**src/rtl/alu_display_scheduler.sv**
```systemverilog
// alu_display_scheduler: four-digit seven-segment scan showing A, B, A+B and A-B, with operands latched once per frame
//   clk        : system clock; all state changes on the rising edge
//   btnC       : asynchronous active-low reset
//   a, b       : 4-bit operands from the switch sampler
//   in_valid   : a/b are valid for capture
//   in_ready   : a/b are accepted this cycle (in IDLE, or at the end of a frame)
//   an         : active-low one-hot anode enables; an[0] is the rightmost digit
//   digit      : hex value sent to the seg encoder
//   digit_sel  : index of the lit digit (0=R, 1=RC, 2=LC, 3=L)
//   frame_done : one-cycle pulse at the end of a frame
//   Define ALU_DISP_BLANK_GAP_EN to insert one blank cycle after each digit (anti-ghosting).
module alu_display_scheduler #(
    parameter int DIVIDE_BY = 1000
) (
    input  logic       clk,
    input  logic       btnC,
    input  logic [3:0] a,
    input  logic [3:0] b,
    input  logic       in_valid,
    output logic       in_ready,
    output logic [3:0] an,
    output logic [3:0] digit,
    output logic [1:0] digit_sel,
    output logic       frame_done
);
`ifdef ALU_DISP_BLANK_GAP_EN
    localparam bit GAP = 1'b1;
`else
    localparam bit GAP = 1'b0;
`endif
    typedef enum logic {IDLE, SCAN} state_t;
    state_t      r_state, w_state_nxt;
    logic [15:0] r_count, w_count_nxt;
    logic [1:0]  r_sel, w_sel_nxt;
    logic [3:0]  r_a, r_b, w_a_nxt, w_b_nxt;
    logic        r_blank, w_blank_nxt;
    logic        w_tick, w_end, w_accept;
    logic [3:0]  w_sum, w_diff;
    assign w_tick   = r_count == 16'(DIVIDE_BY - 1);
    // Frame ends on the sel-3 tick, or on the blank cycle that follows it when the gap is enabled.
    assign w_end    = (r_state == SCAN) && (r_sel == 2'd3) && (GAP ? r_blank : w_tick);
    assign w_accept = in_valid && in_ready;
    assign w_sum    = r_a + r_b;
    assign w_diff   = r_a - r_b;
    assign in_ready   = (r_state == IDLE) || w_end;
    assign frame_done = w_end;
    assign digit_sel  = r_sel;
    // Decode uses only registered operands and select, so a/b never reach digit combinationally.
    assign an    = (r_state == IDLE || r_blank) ? 4'b1111 : ~(4'b0001 << r_sel);
    assign digit = r_sel == 2'd0 ? r_a : r_sel == 2'd1 ? r_b : r_sel == 2'd2 ? w_sum : w_diff;
    always_comb begin
        w_state_nxt = r_state;
        w_count_nxt = r_count;
        w_sel_nxt   = r_sel;
        w_blank_nxt = r_blank;
        w_a_nxt     = r_a;
        w_b_nxt     = r_b;
        if (w_accept) begin
            w_state_nxt = SCAN;
            w_count_nxt = '0;
            w_sel_nxt   = 2'd0;
            w_blank_nxt = 1'b0;
            w_a_nxt     = a;
            w_b_nxt     = b;
        end else if (r_state == SCAN) begin
            if (r_blank) begin
                // Digit stays selected through its blank cycle; advance afterwards.
                w_blank_nxt = 1'b0;
                w_sel_nxt   = r_sel + 2'd1;
            end else if (w_tick) begin
                w_count_nxt = '0;
                w_blank_nxt = GAP;
                w_sel_nxt   = GAP ? r_sel : r_sel + 2'd1;
            end else begin
                w_count_nxt = r_count + 16'd1;
            end
        end
    end
    always_ff @(posedge clk or negedge btnC) begin
        if (!btnC) begin
            r_state <= IDLE;
            r_count <= '0;
            r_sel   <= 2'd0;
            r_blank <= 1'b0;
            r_a     <= '0;
            r_b     <= '0;
        end else begin
            r_state <= w_state_nxt;
            r_count <= w_count_nxt;
            r_sel   <= w_sel_nxt;
            r_blank <= w_blank_nxt;
            r_a     <= w_a_nxt;
            r_b     <= w_b_nxt;
        end
    end
endmodule

```
**config.mk**
```make
export PLATFORM = sky130hd
export DESIGN_NAME = alu_display_scheduler
export DESIGN_NICKNAME = d
export VERILOG_FILES = /design/src/rtl/alu_display_scheduler.sv
export SDC_FILE = /design/constraint.sdc
export NUM_CORES = 1
export LEC_CHECK = 0
export CAP_MARGIN = 40
export CORE_ASPECT_RATIO = 0.6
export CORE_MARGIN = 2
export CORE_UTILIZATION = 40
export DETAILED_ROUTE_END_ITERATION = 12
export MAX_ROUTING_LAYER = met4
export PLACE_DENSITY = 0.65
export SLEW_MARGIN = 25
export SYNTH_ARGS = -nofsm -noshare
export SYNTH_HDL_FRONTEND = slang
export SYNTH_SLANG_ARGS = --single-unit
```
**constraint.sdc**
```tcl
create_clock -name clk -period 3 [get_ports clk]
set_input_delay 0.6 -clock clk [delete_from_list [all_inputs] [get_ports clk]]
set_output_delay 0.6 -clock clk [all_outputs]
set_load 0.01 [all_outputs]
```
After elaboration in Yosys (flattened, before gate mapping)
Index checks and enable logic that the tools add are counted.
{"block": "totals", "in_bits": 11, "regBits": 28, "wordCells": 42, "output_inout_bits": 12}
{"block": "op_classes", "mux": 14, "add_sub_neg": 4, "n_eq_ne": 5, "n_shift": 1, "n_bitwise": 2, "n_reduce_logical": 10}
{"cell": "$mux W16", "n": 4}
{"cell": "$add A16 B1 Y16 const B", "n": 1}
{"cell": "$eq A16 B10 Y1 const B", "n": 1}
{"cell": "$mux W4", "n": 4}
{"cell": "$mux W2", "n": 4}
{"cell": "$add A4 B4 Y4", "n": 1}
{"cell": "$eq A2 B2 Y1 const B", "n": 2}
{"cell": "$not A4 Y4", "n": 1}
{"cell": "$reduce_and A2 Y1", "n": 2}
{"cell": "$shl A1 B2 Y4 const A", "n": 1}
{"cell": "$sub A4 B4 Y4", "n": 1}
{"cell": "$logic_and A1 B1 Y1", "n": 3}
{"cell": "$reduce_bool A3 Y1", "n": 1}
{"cell": "$add A2 B1 Y2 const B", "n": 1}
{"cell": "$eq A2 B1 Y1 const B", "n": 1}
{"cell": "$logic_not A2 Y1", "n": 1}
{"cell": "$logic_or A1 B1 Y1", "n": 2}
{"cell": "$mux W1", "n": 2}
{"cell": "$ne A2 B1 Y1 const B", "n": 1}
{"cell": "$reduce_bool A2 Y1", "n": 1}
{"cell": "$not A1 Y1", "n": 1}

Depth between registers and ports, before layout
{"block": "depth", "ltp_word": 7, "ltp_mapped": 10, "ltp_nobuf": 10}

Least setup slack after synthesis
No wires, ideal clock.
{"block": "synth_timing", "kind": "reg-to-output", "from": "register r_sel[0], in the netlist digit_sel[0]", "to": "output digit[3]", "t_required_ns": 2.400, "t_arrival_ns": 2.343, "path_stages_with_launch": 11, "setup_slack_ns": 0.057, "path_cell_list": "dfrtp_1 > inv_1 > ha_1 > nor2_1 > xor2_1 > ha_1 > a21oi_1 > a211oi_1 > or2_2 > a311oi_1 > o21ai_0"}
{"block": "synth_via", "elab_chain_len": 4, "elab_cells_between_ends": 6}
{"element": "start, declared", "line_no": "34", "rtl": "logic [1:0] r_sel, w_sel_nxt;"}
{"element": "start signal, assigned", "line_no": "90", "rtl": "r_sel <= w_sel_nxt;"}
{"element": "$eq A2 B2 Y1", "line_no": "50", "rtl": "assign digit = r_sel == 2'd0 ? r_a : r_sel == 2'd1 ? r_b : r_sel == 2'd2 ? w_sum : w_diff;"}
{"element": "$mux W4 (2 in a row)", "line_no": "50"}
{"element": "$mux W4 (*)", "line_no": "50"}
{"element": "end, declared", "line_no": "22", "rtl": "output logic [3:0] digit,"}
Every way passes the cells marked *; elsewhere a longest branch is shown, timed or not.

Final worst setup path
Ends and elaborated chain as after synthesis.

==> flow_summary.json <==
{
  "cp_slowest_cell": "dfrtp_1",
  "leakage_uw": 0.000935,
  "yosysSeqAreaShare": 0.405,
  "io_pins": 23,
  "synth-seq-cells": 27,
  "wl_per_cell_um": 16.1,
  "min_to": "r_a[2]$_DFFE_PN0N_",
  "numCtsBuffers": 3,
  "synth_fp_nets": 196,
  "drt-initial-drc-count": 131,
  "path_buf_inv": 3,
  "cts_buffer_depth": 2,
  "relSlewSlack": 0.670,
  "r2r_slack_ps": 840,
  "worstPathRequired_ps": 2400,
  "synth_warnings": 0,
  "tritoncts": "built",
  "syn_area_per_cell_um2": 9.54,
  "place_hpwl_mm": 3.00,
  "synth_area_leaders": "dfrtp_1, ha_1, nor2_1",
  "clock.fmax_ghz": 0.316,
  "ant_nets": 0,
  "area_growth_pct": 31.9,
  "grt_overflow_total": 0,
  "hp-class": "flip-flop to flip-flop",
  "crit_arrival_ps": 2560,
  "finalPower_uw": 1190,
  "final_util": 0.543,
  "hold_viol": 0,
  "core_region_area_mm2": 0.00405,
  "powerDensity_mw_per_mm2": 542,
  "clkTransAtPathRegs_ps": 100,
  "root_buffer": "clkbuf_8",
  "drv_cap": 0,
  "clk_latency_ps": 290,
  "clock_sink_count": 27,
  "dr.pass1.iters": 5,
  "grt_max_degree": 28,
  "grt_pass1_vias": 1403,
  "startpoint_type": "flip-flop",
  "cp_slowest_stage_delay_ps": 400,
  "synth_commonest_cells": "dfrtp_1, nor2_1, nand2_1",
  "htree_levels": 1,
  "cp_max_fo": 3,
  "holdCritStartpoint": "r_a[2]$_DFFE_PN0N_",
  "die_w_um": 87.4,
  "synth_top_area_frac": 0.405,
  "r2r_end": "digit_sel[1]$_DFFE_PN0P_",
  "ctsHoldBuffers": 0,
  "worst_path_dominant_cell_family": "compound AO/OA/AOI/OAI gates",
  "synth_ff_type": "dfrtp_1",
  "synth_edf_count": 0,
  "fin_cells": 262,
  "placed_cell_area_mm2": 0.00203,
  "drive_gt1_frac": 0.264,
  "rows": 18,
  "gp_congestion": 0.922,
  "grt_pass1_wl_mm": 7.13,
  "path_class": "flip-flop to output pin",
  "rsz0062_at_grt": "yes",
  "initial_core_util": 0.412,
  "die_y_um": 54.0,
  "synth.distinct_cells": 39,
  "path_cells": "inv_2 > ha_4 > nor2_4 > xor2_1 > ha_1 > a21oi_2 > o211a_1 > buf_6 > nor3_2 > a311oi_1 > o21ai_1 > buf_2",
  "num_vias": 1408,
  "nets": 234,
  "rr_startpoint": "r_count[3]$_DFFE_PN0P_",
  "slew_violations": 0,
  "antenna_found_initial": 0,
  "fillers": 351,
  "finalCritPeriodShare": 1.05,
  "synth_most_common_cell": "dfrtp_1",
  "postSynthCellCount": 175,
  "setup_viol": 1,
  "vdd_ir_drop_max_mv": 0.305,
  "async_flop_share": 1.00,
  "die_area_mm2": 0.00472,
  "whs_path_depth": 1,
  "fin_area_mm2": 0.00220,
  "antenna_cells": 0,
  "via_per_inst": 5.37,
  "worst_pin_slew_ps": 494,
  "fin_ws_ps": -161,
  "routed_wl_mm": 4.21,
  "worstSetupEndpointType": "output pin",
  "port_buffers": 22,
  "status": "complete, but fails checks",
  "track_usage": 0.215,
  "min_period_ps": 3160,
  "skew_ps": 3.45,
  "synth_top_area_cell": "dfrtp_1",
  "r2r.worst_path.cells": 5,
  "placed_cells": 255,
  "violations": "negative setup slack",
  "netlist_area_mm2": 0.00167,
  "drc": 0
}
## cell usage in the layout (no fill, tap or decap), types with 2 or more instances in the layout
cell type	synthesis	layout
nor2b_1	2	2
buf_4	1	15
mux2_2	8	7
mux2i_1	3	3
buf_6	0	2
o21ai_0	7	4
a21oi_1	4	2
nand3_1	6	5
or3_1	2	2
dfrtp_1	27	27
ha_4	0	3
nand4b_1	2	2
o21ai_1	0	3
o2111ai_1	2	2
nor3_1	4	3
clkdlybuf4s50_1	0	19
mux2_4	1	2
nand2_1	21	21
ha_1	9	6
inv_2	0	3
nand4_1	4	4
a21oi_2	1	3
nor2_1	25	24
inv_1	8	5
nor4_2	1	2
xnor2_1	6	5
clkbuf_8	0	3
buf_2	0	3
a32o_1	2	2
xor2_1	7	7
## flip-flops by register name, indices dropped and copies added (netlist names)
signal,count
r_count,16
r_a,4
r_b,4
digit_sel,2
r_state,1
## report_power, final
| part | leakage [uW] | switching [uW] | internal [uW] |
|---|---|---|---|
| Sequential | 0.000339 | 90.5 | 428 |
| Clock | 0.0000255 | 128 | 93.8 |
| Combinational | 0.000571 | 210 | 244 |
| Total | 0.000935 | 428 | 766 |
## logic make-up after synthesis
kind of cell,synth area share
AOI/OAI and AO/OA,0.102
xor gates and xnor gates,0.0682
adders and majority gates,0.0795
buffers and inverters,0.0337
DFF,0.405
muxes,0.0810
and+or+nand+nor,0.231
## worst max path at each step
stage	start	endpoint	slack, ps	cells after the start
6_report	digit_sel[0]$_DFFE_PN0P_	digit[3]	-160	12
5_1_grt	digit_sel[0]$_DFFE_PN0P_	digit[3]	-310	12
4_1_cts	digit_sel[0]$_DFFE_PN0P_	digit[3]	-140	11
3_5_place_dp	digit_sel[0]$_DFFE_PN0P_	digit[3]	-360	10
3_3_place_gp	digit_sel[0]$_DFFE_PN0P_	digit[3]	-200	10
2_1_floorplan	digit_sel[0]$_DFFE_PN0P_	digit[3]	60	10
## timing repair
item	in CTS	in global routing
resized for setup	31	8
cloned	0	0
setup buffers	3	1
pin swaps	12	10
setup endpoints to repair	3	5
## layout make-up
cell class | count | area, um^2 | share of cell area
inverter | 8 | 30.0 | 0.0136
clock buffer | 3 | 41.3 | 0.0188
clock inverter | 1 | 5.00 | 0.00227
timing repair buffer | 39 | 340 | 0.155
multi-input combinational | 134 | 1050 | 0.476
sequential | 27 | 676 | 0.307
tap | 50 | 62.6 | 0.0284
## through the flow
stage | setup TNS [ps] | hold WS (ps) | setup slack (ps)
floorplan | 0 | 304 | 57.3
global placement | -252 | 535 | -200
detailed placement | -523 | 542 | -364
CTS | -142 | 563 | -142
global route | -373 | 585 | -309
finish | -161 | 559 | -161
## routing by layer
| layer | wire [um] | up-vias | track usage |
|---|---|---|---|
| met2 | 1720 | 44 | 0.311 |
| met1 | 2130 | 670 | 0.284 |
| met5 | 0 | - | - |
| met4 | 108 | 0 | 0.0974 |
| met3 | 257 | 11 | 0.0552 |
| li1 | - | 683 | - |
(Power assumes the default switching activity.)
